### config.mk
export PLATFORM = sky130hd
export DESIGN_NAME = freq_range_ctrl
export DESIGN_NICKNAME = d
export VERILOG_FILES = /design/src/rtl/freq_range_ctrl.sv
export SDC_FILE = /design/constraint.sdc
export NUM_CORES = 1
export LEC_CHECK = 0
export ABC_AREA = 0
export CAP_MARGIN = 20
export CORE_MARGIN = 1
export CORE_UTILIZATION = 55
export CTS_BUF_LIST = sky130_fd_sc_hd__clkbuf_4 sky130_fd_sc_hd__clkbuf_8
export DETAILED_ROUTE_END_ITERATION = 7
export PLACE_DENSITY = 0.91
export SLEW_MARGIN = 20
export SYNTH_ARGS = -nofsm -noshare
export SYNTH_HDL_FRONTEND = slang
export SYNTH_SLANG_ARGS = --single-unit
### constraint.sdc
create_clock -name clk -period 3.1 [get_ports clk]
set_input_delay 0.31 -clock clk [delete_from_list [all_inputs] [get_ports clk]]
set_output_delay 0.31 -clock clk [all_outputs]
set_load 0.02 [all_outputs]
### src/rtl/freq_range_ctrl.sv
// Autoranging measurement sequencer: steps the ADC divider until the detector
// period lands inside [PERIOD_LO, PERIOD_HI], then reports it with a done pulse.
module freq_range_ctrl #(
    parameter int unsigned PERIOD_W       = 12,
    parameter int unsigned DIV_W          = 3,
    parameter int unsigned DIV_MAX        = 7,
    parameter int unsigned DIV_INIT       = 0,
    parameter int unsigned PERIOD_LO      = 64,
    parameter int unsigned PERIOD_HI      = 2048,
    parameter int unsigned SETTLE_CYCLES  = 16,
    parameter int unsigned TIMEOUT_CYCLES = 65536,
    parameter int unsigned MAX_STEPS      = 8
) (
    input  logic                clk,
    input  logic                rst,
    input  logic                start,
    input  logic                abort,
    input  logic                det_stable,
    input  logic [PERIOD_W-1:0] det_period,
    output logic                det_clr,
    output logic [DIV_W-1:0]    div_sel,
    output logic                busy,
    output logic                done,
    output logic [PERIOD_W-1:0] result_period,
    output logic [DIV_W-1:0]    result_div,
    output logic                err_range,
    output logic                err_timeout,
    output logic [2:0]          dbg_state
);

    localparam int unsigned T_MAX  = (TIMEOUT_CYCLES > SETTLE_CYCLES) ? TIMEOUT_CYCLES : SETTLE_CYCLES;
    localparam int unsigned TMR_W  = (T_MAX > 1) ? $clog2(T_MAX) : 1;
    localparam int unsigned STEP_W = (MAX_STEPS > 0) ? $clog2(MAX_STEPS + 1) : 1;

    typedef enum logic [2:0] {
        S_IDLE   = 3'd0,
        S_CLEAR  = 3'd1,
        S_SETTLE = 3'd2,
        S_WAIT   = 3'd3,
        S_CHECK  = 3'd4,
        S_DONE   = 3'd5
    } state_t;

    state_t              state_q, state_d;
    logic [DIV_W-1:0]    div_q, div_d;
    logic [STEP_W-1:0]   step_q, step_d;
    logic [TMR_W-1:0]    timer_q, timer_d;
    logic [PERIOD_W-1:0] p_q, p_d;
    logic [PERIOD_W-1:0] res_p_q, res_p_d;
    logic [DIV_W-1:0]    res_div_q, res_div_d;
    logic                err_r_q, err_r_d;
    logic                err_t_q, err_t_d;
    logic                accept;

    always_ff @(posedge clk) begin
        if (rst) begin
            state_q   <= S_IDLE;
            div_q     <= DIV_W'(DIV_INIT);
            step_q    <= '0;
            timer_q   <= '0;
            p_q       <= '0;
            res_p_q   <= '0;
            res_div_q <= '0;
            err_r_q   <= 1'b0;
            err_t_q   <= 1'b0;
        end else begin
            state_q   <= state_d;
            div_q     <= div_d;
            step_q    <= step_d;
            timer_q   <= timer_d;
            p_q       <= p_d;
            res_p_q   <= res_p_d;
            res_div_q <= res_div_d;
            err_r_q   <= err_r_d;
            err_t_q   <= err_t_d;
        end
    end

    // Host handshake: start is a request sampled only in IDLE (no queueing,
    // no backpressure); done is a one-cycle completion pulse with results valid.
    always_comb begin
        state_d   = state_q;
        div_d     = div_q;
        step_d    = step_q;
        timer_d   = timer_q;
        p_d       = p_q;
        res_p_d   = res_p_q;
        res_div_d = res_div_q;
        err_r_d   = err_r_q;
        err_t_d   = err_t_q;
        accept    = 1'b0;
        if (abort && state_q != S_IDLE) begin
            state_d = S_IDLE;
        end else begin
            case (state_q)
                S_IDLE: begin
                    if (start) begin
                        err_r_d = 1'b0;
                        err_t_d = 1'b0;
                        step_d  = '0;
                        state_d = S_CLEAR;
                    end
                end
                S_CLEAR: begin
                    timer_d = TMR_W'(SETTLE_CYCLES - 1);
                    state_d = S_SETTLE;
                end
                S_SETTLE: begin
                    if (timer_q == '0) begin
                        timer_d = TMR_W'(TIMEOUT_CYCLES - 1);
                        state_d = S_WAIT;
                    end else begin
                        timer_d = timer_q - TMR_W'(1);
                    end
                end
                S_WAIT: begin
                    // A stable reading on the last timer cycle still counts.
                    if (det_stable) begin
                        p_d     = det_period;
                        state_d = S_CHECK;
                    end else if (timer_q == '0) begin
                        err_t_d = 1'b1;
                        state_d = S_DONE;
                    end else begin
                        timer_d = timer_q - TMR_W'(1);
                    end
                end
                S_CHECK: begin
                    if (p_q < PERIOD_W'(PERIOD_LO)) begin
                        if (div_q != '0 && step_q < STEP_W'(MAX_STEPS)) begin
                            div_d   = div_q - DIV_W'(1);
                            step_d  = step_q + STEP_W'(1);
                            state_d = S_CLEAR;
                        end else begin
                            err_r_d = 1'b1;
                            accept  = 1'b1;
                        end
                    end else if (p_q > PERIOD_W'(PERIOD_HI)) begin
                        if (div_q < DIV_W'(DIV_MAX) && step_q < STEP_W'(MAX_STEPS)) begin
                            div_d   = div_q + DIV_W'(1);
                            step_d  = step_q + STEP_W'(1);
                            state_d = S_CLEAR;
                        end else begin
                            err_r_d = 1'b1;
                            accept  = 1'b1;
                        end
                    end else begin
                        accept = 1'b1;
                    end
                    if (accept) begin
                        res_p_d   = p_q;
                        res_div_d = div_q;
                        state_d   = S_DONE;
                    end
                end
                S_DONE:  state_d = S_IDLE;
                default: state_d = S_IDLE;
            endcase
        end
    end

    always_comb begin
        det_clr = (state_q == S_CLEAR);
        busy    = (state_q != S_IDLE);
        done    = (state_q == S_DONE);
    end

    assign div_sel       = div_q;
    assign result_period = res_p_q;
    assign result_div    = res_div_q;
    assign err_range     = err_r_q;
    assign err_timeout   = err_t_q;
    assign dbg_state     = state_q;

endmodule

==> results.cfg <==
[clock_network]
cts.sinks = 55
cts-root-buf = clkbuf_8
clk_path_buf_depth = 2
clk_pin_slew_ps = 90
htree_levels = 2
cts_buffers = 5
postCtsSetupBuffers = 0
postCtsHoldBufs = 0
cts_tree = built
cts_resized = 0
clkLatencyLatePin_ps = 320

[floorplanning]
rows = 24
dieArea_sq_mm = 0.00514
start_util_pct = 59.3
fp.dieW_microns = 71.7
coreArea_sq_mm = 0.00450
die_y_microns = 71.7
io_pins = 43

[global_routing]
grt_usage_pct = 26.4
grt_pass1_wl_microns = 10700
grt_overflow_total = 0
antenna_found_initial = 0
grt_max_degree = 31
grt_pass1_vias = 2349

[yosys]
synth_top_cells_by_area = dfxtp_1 41%, mux2i_1 10%, nand2_1 6.0%
synth_top_area_share_pct = 41.2
synthFlopType = dfxtp_1
syn-mean-instance-area_sq_um = 8.48
syn_nets = 336
synth_edf_count = 0
yosysSeqAreaShare_pct = 41.2
syn-cell-area_sq_mm = 0.00267
syn_inst = 315
async_flop_share_pct = 0
yosysTopAreaCell = dfxtp_1
netlist-cell-type-count = 47
ys_seq_elements = 55
ys_warn_count = 0

[critical_path]
crit_path_end_kind = flip-flop
startpoint_type = flip-flop
cp.required_ps = 3320
path_class = reg2reg
critPathArrivalTime_ps = 2830
path_max_fanout = 4

[power]
powerDensity_mw_per_mm2 = 430
leakagePower_nw = 1.25
total_power_mw = 1.39
vdd_ir_drop_max_mv = 0.310

[route]
drt_wl_total_microns = 6250
viasPerCell = 6.11
drtIter0Drc = 284
drc = 0
first_pass_iters = 4
vias = 2468
drtAntennaViolNets = 0
wire_per_inst_microns = 15.5

[cells_and_area]
fin_util_pct = 71.6
nFillCells = 354
fin_nets = 372
n_antenna_cell = 0
areaGrowthSynthToFinish_pct = 20.7
drive_gt1_share_pct = 6.82

[timing]
fin_crit_sh_pct = 84.0
setup_viol = 0
worstMarginPinSlew_ps = 781
slew_headroom_pct = 47.5
fmax_mhz = 384
finalClockSkew_ps = 6.95
rsz0062_at_grt = no
period_minus_slack_ps = 2600
drv_slew = 0
hold_viol = 0
finalSetupTns_ps = 0
worst_slack_ps = 495

[place]
dp_hpwl_microns = 4320
place.port_buffers = 42
pre_cts_slack_ps = 524
gp_congestion = 0.900

[status]
outcome = finished clean

[min_path]
hold_class = reg2reg

[flow_run]
maxCapViolCount = 0
==> critical path, stage by stage, from the launching register on <==
cell,delay [ps]
dfxtp_1,330
or4_4,550
nor3_1,430
inv_1,120
fa_1,400
xnor2_1,240
a41oi_1,170
a31o_2,280
==> cells in the final DEF (no fill, tap or decap), types with 6 or more instances in the layout <==
cell	netlist	routed
dfxtp_1	55	55
nand2_1	43	43
clkdlybuf4s50_1	0	42
nor2_1	29	29
mux2i_1	28	28
o21ai_0	18	18
nor3_1	16	16
inv_1	12	12
a21oi_1	12	12
clkbuf_8	0	7
nor4_1	6	6
a221oi_1	6	6
buf_4	0	6
==> per-stage QoR <==
stage          area (sq um)  hold slack (ps)  std cells
2_1_floorplan          2670              388        315
6_report               3230              461        404
3_5_place_dp           3120              446        396
3_3_place_gp           3120              446        396
5_1_grt                3230              488        404
4_1_cts                3230              466        404
==> synth_stat cells (4+ instances only) <==
cell type / number
clkbuf_1: 17
dfxtp_1: 55
a221oi_1: 6
mux2i_1: 28
nor4_1: 6
a21o_1: 4
nand2_1: 43
inv_1: 12
a21oi_1: 12
a31oi_1: 4
nor3_1: 16
o21a_1: 4
nor2_1: 29
or3_1: 4
nand2b_1: 4
o21ai_0: 18
==> registers in the layout, summed over array words and instances, names as in the netlist <==
signal         cells
result_div         3
err_range          1
step_q             4
result_period     12
div_sel            3
dbg_state          3
p_q               12
timer_q           16
err_timeout        1
==> power breakdown <==
group          switching, mW  leakage (nW)  internal, mW
sequential            0.0186         0.444         0.720
combinational          0.124         0.750        0.0853
clock                  0.226        0.0549         0.213
==> worst paths after layout <==
path / start / endpoint / slack (ps) / cells after the start
max: p_q[6] / div_sel[2] / 500 / 7
min: result_period[0] / result_period[0] / 460 / 2
max reg2reg: p_q[6] / div_sel[2] / 500 / 7
min reg2reg: result_period[0] / result_period[0] / 460 / 2
==> per-layer routing <==
metal | track usage, % | share of wire (%)
met1 | 33.2 | 45
met2 | 43.3 | 47
met3 | 6.61 | 6.0
met4 | 10.9 | 1.4
met5 | 0 | 0
==> layout make-up <==
class	instances	area, sq um	share of cell area, %
well taps	52	65.1	2.02
flip-flops and latches	55	1100	34.1
inverters	12	45.0	1.40
repair buffers	48	465	14.4
clock buffers	8	104	3.22
multi-input cells	229	1450	44.8
==> cell families after synthesis <==
logic type | synth area share (%)
multiplexers | 10.9
adder cells (fa/ha/maj) | 2.15
AND/OR/NAND/NOR | 21.4
buffers and inverters | 4.68
flip-flops | 41.2
AO/OA/AOI/OAI | 19.3
XOR/XNOR | 0.328
Note: power is estimated with default switching activity, not from simulation.
